--- src/rtl/rf_pkg.sv ---
// rf_pkg: shared defaults and helpers for the register file with busy scoreboard.
// RF_WRITE_BYPASS_EN (optional macro) is consumed by rf_read_port; nothing here depends on it.
package rf_pkg;

    localparam int RF_DATA_W = 16;
    localparam int RF_ADDR_W = 2;
    localparam int RF_NUM_RD = 2;

    // Bits needed to hold a count in the range 0..depth inclusive.
    function automatic int clog2_cnt(input int depth);
        return $clog2(depth + 1);
    endfunction

endpackage

--- src/rtl/rf_read_port.sv ---
// rf_read_port: one combinational read port of the register file.
// Selects the addressed register and its busy bit. With RF_WRITE_BYPASS_EN
// defined, a same-cycle writeback to the addressed register is forwarded
// (data from wr_data, busy cleared unless the register is being re-reserved
// on this same edge). Without it the pre-edge value and busy bit are returned.
module rf_read_port
    import rf_pkg::*;
#(
    parameter int DATA_W = RF_DATA_W,
    parameter int ADDR_W = RF_ADDR_W
) (
    input  logic [ADDR_W-1:0]                addr,
    input  logic [(2**ADDR_W)*DATA_W-1:0]    regs_flat,
    input  logic [(2**ADDR_W)-1:0]           busy_vec,
    input  logic                             wr_en,
    input  logic [ADDR_W-1:0]                wr_addr,
    input  logic [DATA_W-1:0]                wr_data,
    input  logic                             rsv_ok,
    input  logic [ADDR_W-1:0]                rsv_addr,
    output logic [DATA_W-1:0]                data,
    output logic                             busy
);

    logic [DATA_W-1:0] stored_data;
    logic              stored_busy;

    assign stored_data = regs_flat[addr*DATA_W +: DATA_W];
    assign stored_busy = busy_vec[addr];

`ifdef RF_WRITE_BYPASS_EN
    logic wr_hit;
    assign wr_hit = wr_en && (wr_addr == addr);

    // Forward the in-flight writeback; a same-edge re-reservation keeps it busy.
    always_comb begin
        data = stored_data;
        busy = stored_busy;
        if (wr_hit) begin
            data = wr_data;
            busy = rsv_ok && (rsv_addr == addr);
        end
    end
`else
    assign data = stored_data;
    assign busy = stored_busy;

    // Writeback and reservation inputs only matter for forwarding.
    logic unused_bypass;
    assign unused_bypass = ^{wr_en, wr_addr, wr_data, rsv_ok, rsv_addr};
`endif

endmodule

--- src/rtl/rf_scoreboard.sv ---
// rf_scoreboard: 2**ADDR_W x DATA_W register file with NUM_RD asynchronous
// read ports, one synchronous write port and a per-register busy scoreboard.
// Decode reserves a destination (rsv_en/rsv_ok); writeback (wr_en) clears it.
// Optional macro: RF_WRITE_BYPASS_EN enables write-to-read forwarding in the
// read ports.
//
// Reservation handshake: rsv_en is the request and rsv_ok the combinational
// grant in the same cycle; the reservation is recorded on the clock edge only
// when both are high. A refused request changes nothing and decode must keep
// rsv_en/rsv_addr stable until it is granted.
module rf_scoreboard
    import rf_pkg::*;
#(
    parameter int DATA_W = RF_DATA_W,
    parameter int ADDR_W = RF_ADDR_W,
    parameter int NUM_RD = RF_NUM_RD
) (
    input  logic                       clk,
    input  logic                       reset,
    input  logic [NUM_RD*ADDR_W-1:0]   rd_addr,
    output logic [NUM_RD*DATA_W-1:0]   rd_data,
    output logic [NUM_RD-1:0]          rd_busy,
    input  logic                       wr_en,
    input  logic [ADDR_W-1:0]          wr_addr,
    input  logic [DATA_W-1:0]          wr_data,
    input  logic                       rsv_en,
    input  logic [ADDR_W-1:0]          rsv_addr,
    output logic                       rsv_ok,
    output logic [(2**ADDR_W)-1:0]     busy_vec,
    output logic [ADDR_W:0]            busy_cnt
);

    localparam int DEPTH = 2**ADDR_W;
    localparam int CNT_W = clog2_cnt(DEPTH);

    logic [DEPTH*DATA_W-1:0] regs_q;
    logic [DEPTH-1:0]        busy_q;
    logic [CNT_W-1:0]        busy_cnt_q;

    logic same_addr;
    logic clr_take;
    logic cnt_inc;
    logic cnt_dec;

    // A busy register may be re-reserved only when its writeback lands this cycle.
    assign rsv_ok    = rsv_en && (!busy_q[rsv_addr] || (wr_en && (wr_addr == rsv_addr)));
    assign same_addr = rsv_ok && (rsv_addr == wr_addr);
    // Clear happens only if the register was busy and is not re-reserved now.
    assign clr_take  = wr_en && busy_q[wr_addr] && !same_addr;
    // Count moves only on real 0->1 / 1->0 transitions of the busy bits.
    assign cnt_inc   = rsv_ok && !busy_q[rsv_addr];
    assign cnt_dec   = clr_take;

    assign busy_vec = busy_q;
    assign busy_cnt = busy_cnt_q;

    // Register storage: synchronous write, cleared by reset.
    always_ff @(posedge clk or posedge reset) begin
        if (reset) begin
            regs_q <= '0;
        end else if (wr_en) begin
            regs_q[wr_addr*DATA_W +: DATA_W] <= wr_data;
        end
    end

    // Busy scoreboard: clear first, then reserve, so a same-register reserve wins.
    always_ff @(posedge clk or posedge reset) begin
        if (reset) begin
            busy_q <= '0;
        end else begin
            if (clr_take) begin
                busy_q[wr_addr] <= 1'b0;
            end
            if (rsv_ok) begin
                busy_q[rsv_addr] <= 1'b1;
            end
        end
    end

    // Busy count tracks popcount(busy_q); bounded to 0..DEPTH by construction.
    always_ff @(posedge clk or posedge reset) begin
        if (reset) begin
            busy_cnt_q <= '0;
        end else if (cnt_inc && !cnt_dec) begin
            busy_cnt_q <= busy_cnt_q + CNT_W'(1);
        end else if (cnt_dec && !cnt_inc) begin
            busy_cnt_q <= busy_cnt_q - CNT_W'(1);
        end
    end

    for (genvar i = 0; i < NUM_RD; i++) begin : g_rd
        rf_read_port #(
            .DATA_W (DATA_W),
            .ADDR_W (ADDR_W)
        ) u_rd (
            .addr      (rd_addr[i*ADDR_W +: ADDR_W]),
            .regs_flat (regs_q),
            .busy_vec  (busy_q),
            .wr_en     (wr_en),
            .wr_addr   (wr_addr),
            .wr_data   (wr_data),
            .rsv_ok    (rsv_ok),
            .rsv_addr  (rsv_addr),
            .data      (rd_data[i*DATA_W +: DATA_W]),
            .busy      (rd_busy[i])
        );
    end

endmodule
--- config.mk ---
export PLATFORM = sky130hd
export DESIGN_NAME = rf_scoreboard
export DESIGN_NICKNAME = d
export VERILOG_FILES = /design/src/rtl/rf_pkg.sv /design/src/rtl/rf_read_port.sv /design/src/rtl/rf_scoreboard.sv
export SDC_FILE = /design/constraint.sdc
export NUM_CORES = 1
export LEC_CHECK = 0
export CAP_MARGIN = 30
export CELL_PAD_IN_SITES_DETAIL_PLACEMENT = 0
export CELL_PAD_IN_SITES_GLOBAL_PLACEMENT = 1
export CORE_UTILIZATION = 39
export DETAILED_ROUTE_END_ITERATION = 16
export PLACE_DENSITY_LB_ADDON = 0.05
export SYNTH_ARGS = -nofsm -noshare
export SYNTH_HDL_FRONTEND = slang
export SYNTH_HIERARCHICAL = 1
export SYNTH_SLANG_ARGS = --single-unit
export TNS_END_PERCENT = 100
--- constraint.sdc ---
create_clock -name clk -period 2.1 [get_ports clk]
set_clock_uncertainty 0.05 [all_clocks]
set_input_delay 0.42 -clock clk [delete_from_list [all_inputs] [get_ports clk]]
set_output_delay 0.42 -clock clk [all_outputs]
set_load 0.02 [all_outputs]
==> flow_metrics.py <==
metrics = {
    "routing": {
        "drt_pass1_iterations": 6,
        "post-route-drc-count": 0,
        "drt-initial-drc-count": 128,
        "num_vias": 2786,
        "final_antenna_net_count": 0,
        "avgRoutedWirePerCell_um": 21.28,
        "viasPerCell": 5.709,
        "wirelength_um": 10390,
    },
    "clock_network": {
        "clkSinkCount": 71,
        "cts_tree": "yes",
        "worstSkewPairLatency_ps": 330,
        "clkTransAtPathRegs_ps": 80,
        "root_buffer": "clkbuf_8",
        "cts_max_level": 3,
        "clk_path_buf_depth": 2,
        "numCtsBuffers": 9,
    },
    "timing": {
        "hold_viol_final": 0,
        "worst_slew_pin_slew_ps": 440.6,
        "grt_setup_unrepaired": "yes",
        "slew_headroom": 0.7057,
        "setup_ws_ps": -53.66,
        "fin_crit_sh": 1.026,
        "fmax_mhz": 464.3,
        "maxSlewViolCount": 0,
        "setup_viol": 4,
        "fin_crit_ps": 2154,
    },
    "finish": {
        "final_cell_area_um2": 5274,
        "antenna_cells": 0,
        "nNetsFinal": 392,
        "area_growth_syn_to_layout_pct": 40.31,
        "drive_gt1_frac": 0.4011,
    },
    "min_path": {
        "hold_path.class": "input port to async pin",
    },
    "synthesis": {
        "yosysSeqAreaShare": 0.4727,
        "yosys.area.top_type": "dfrtp_1",
        "yosysWarningCount": 6,
        "syn_avg_cell_area_um2": 15.73,
        "ys_types": 26,
        "ys_ff_latch": 71,
        "syn-cell-area_um2": 3759,
        "synth_area_leaders": "dfrtp_1 (47%), a22o_1 (15%), mux4_2 (12%), mux4_1 (10%), ha_1 (3.0%)",
        "syn_inst": 239,
        "synth_top_area_frac": 0.4727,
        "syn-num-nets": 277,
    },
    "global_routing": {
        "grt_start_max_net_pins": 42,
        "grt_pass1_vias": 2870,
        "grt.total_usage": 0.2217,
        "use_met3": 0.04596,
        "use_met2": 0.3462,
        "grt_overflow": 0,
        "antenna_found_initial": 0,
        "grt_pass1_wl_um": 16370,
        "grt_busiest_layer": "met2",
        "gr-usage-met1": 0.3166,
    },
    "status": {
        "status": "finished with violations",
        "violations": "setup timing",
    },
    "place": {
        "hpwlAfterDp_um": 6550,
        "io_buffers": 69,
        "gp_congestion": 0.7372,
        "placedInstanceArea_um2": 4871,
    },
    "power": {
        "power_w": 0.004460,
        "p_per_area_nw_per_um2": 845.7,
        "vdd_drop_max_mv": 0.5810,
        "p_leak_nw": 2.454,
    },
    "die": {
        "row_count": 35,
        "core_area_um2": 9284,
        "io_pins": 70,
        "start_util": 0.4049,
        "die-area_um2": 10030,
        "die_x_um": 100.2,
        "die_h_um": 100.2,
    },
    "flow_run": {
        "max_cap_violations": 0,
    },
    "setup_path": {
        "critPathRequiredTime_ps": 2310,
        "start_kind": "register",
        "path_class": "register to register",
        "critPathCaptureType": "register",
        "worstPathArrival_ps": 2370,
        "critPathMaxFanout": 4,
    },
}
-- through the flow --
| stage | util | setup TNS [ps] | setup slack, ps | cells | hold WS, ps |
|---|---|---|---|---|---|
| 6_report | 0.5681 | -124.9 | -53.66 | 488 | 387.6 |
| 5_1_grt | 0.5681 | -500.2 | -186.2 | 488 | 401.9 |
| 4_1_cts | 0.5636 | -121.1 | -73.13 | 483 | 377.4 |
| 3_5_place_dp | 0.5247 | -49600 | -685.2 | 459 | 441.1 |
| 3_3_place_gp | 0.5247 | -47880 | -659.4 | 459 | 436.4 |
| 2_1_floorplan | - | -225.6 | -121.1 | 239 | 428.6 |
-- cells in the mapped netlist --
library cell / number
nor4_4: 3
xor2_1: 4
nor2_1: 1
buf_2: 5
xnor2_1: 1
mux4_1: 15
nand2_1: 10
buf_4: 4
o311a_1: 1
clkbuf_2: 2
a32o_1: 4
o22ai_1: 1
dfrtp_1: 71
a22o_1: 64
fa_1: 1
mux2_2: 3
ha_1: 9
clkbuf_1: 4
nor4b_2: 1
inv_1: 8
nand2b_1: 1
or2_1: 1
nor3_1: 1
buf_12: 2
buf_6: 2
mux4_2: 20
-- report_power, final --
part	switching (W)	total [W]	internal [W]
Combinational	0.000605	0.00142	0.000817
Clock	0.000535	0.00136	0.000825
Sequential	0.000146	0.00168	0.00153
-- cell families after synthesis --
group | count (synthesis) | share of synthesized area
DFF | 71 | 0.4727
buffers and inverters | 27 | 0.04594
muxes | 38 | 0.2337
AOI/OAI and AO/OA | 70 | 0.1641
and+or+nand+nor | 18 | 0.03662
xor gates and xnor gates | 5 | 0.01165
adders and majority gates | 10 | 0.03529
-- placed cells by master, fill, tap and decap left out, drive strengths merged --
cell,instances
dfrtp,71
buf,68
a22o,64
mux4,35
clkdlybuf4s50,25
clkdlybuf4s15,19
clkbuf,13
nand2,10
ha,9
inv,8
dlygate4sd2,7
xor2,4
a32o,4
nor4,3
bufinv,3
mux2,3
bufbuf,2
xnor2,1
nor4b,1
nand2b,1
o22ai,1
o311a,1
nor3,1
or2,1
clkinvlp,1
nor2,1
fa,1
clkinv,1
-- sequential cells by signal (all words and copies together) (netlist names) --
register and flops:
busy_cnt 3, busy_vec 4, regs_q 64
-- what timing repair did --
| action | CTS | global route |
|---|---|---|
| pin swaps | 2 | 4 |
| setup endpoints to repair | 93 | 6 |
| gates resized for setup | 136 | 8 |
| hold buffers | 0 | 0 |
| cloned | 4 | 0 |
| setup buffers | 4 | 5 |
-- routing by layer --
layer  vias up  part of all wire  routed length (µm)
met3         8             0.039                 409
met4         0             0.017                 180
met2        95              0.48                4953
met1      1461              0.47                4844
li1       1222                 -                   -
met5         -                 0                   0
-- cell type report --
class / count / area [µm²]
fill: 801 / 4010
multi-input combinational: 141 / 1832
sequential: 71 / 1782
timing repair buffer: 123 / 1220
tap: 129 / 161.4
clock buffer: 11 / 141.4
clock inverter: 5 / 103.9
inverter: 8 / 33.78
-- worst max-delay path, stage by stage, from the launching register on --
cell     delay [ps]
dfrtp_2         440
mux4_2          470
o311a_1         130
inv_1            60
ha_2            170
inv_2            40
fa_2            320
xor2_1          140
nor2_1          110
xor2_1          150
-- worst paths after layout --
path                                         startpoint                 endpoint  slack [ps]  cells past startpoint
worst max-delay path              busy_vec[3]$_DFF_PP0_  busy_cnt[2]$_DFFE_PP0P_         -50                      9
worst min-delay path                              reset    regs_q[1]$_DFFE_PP0P_         390                      2
worst max register to register    busy_vec[3]$_DFF_PP0_  busy_cnt[2]$_DFFE_PP0P_         -50                      9
worst min register to register  busy_cnt[2]$_DFFE_PP0P_  busy_cnt[2]$_DFFE_PP0P_         450                      1
max in group asynchronous                         reset   regs_q[27]$_DFFE_PP0P_        1070                      3
min in group clk                busy_cnt[2]$_DFFE_PP0P_  busy_cnt[2]$_DFFE_PP0P_         450                      1
(Power assumes the default switching activity.)
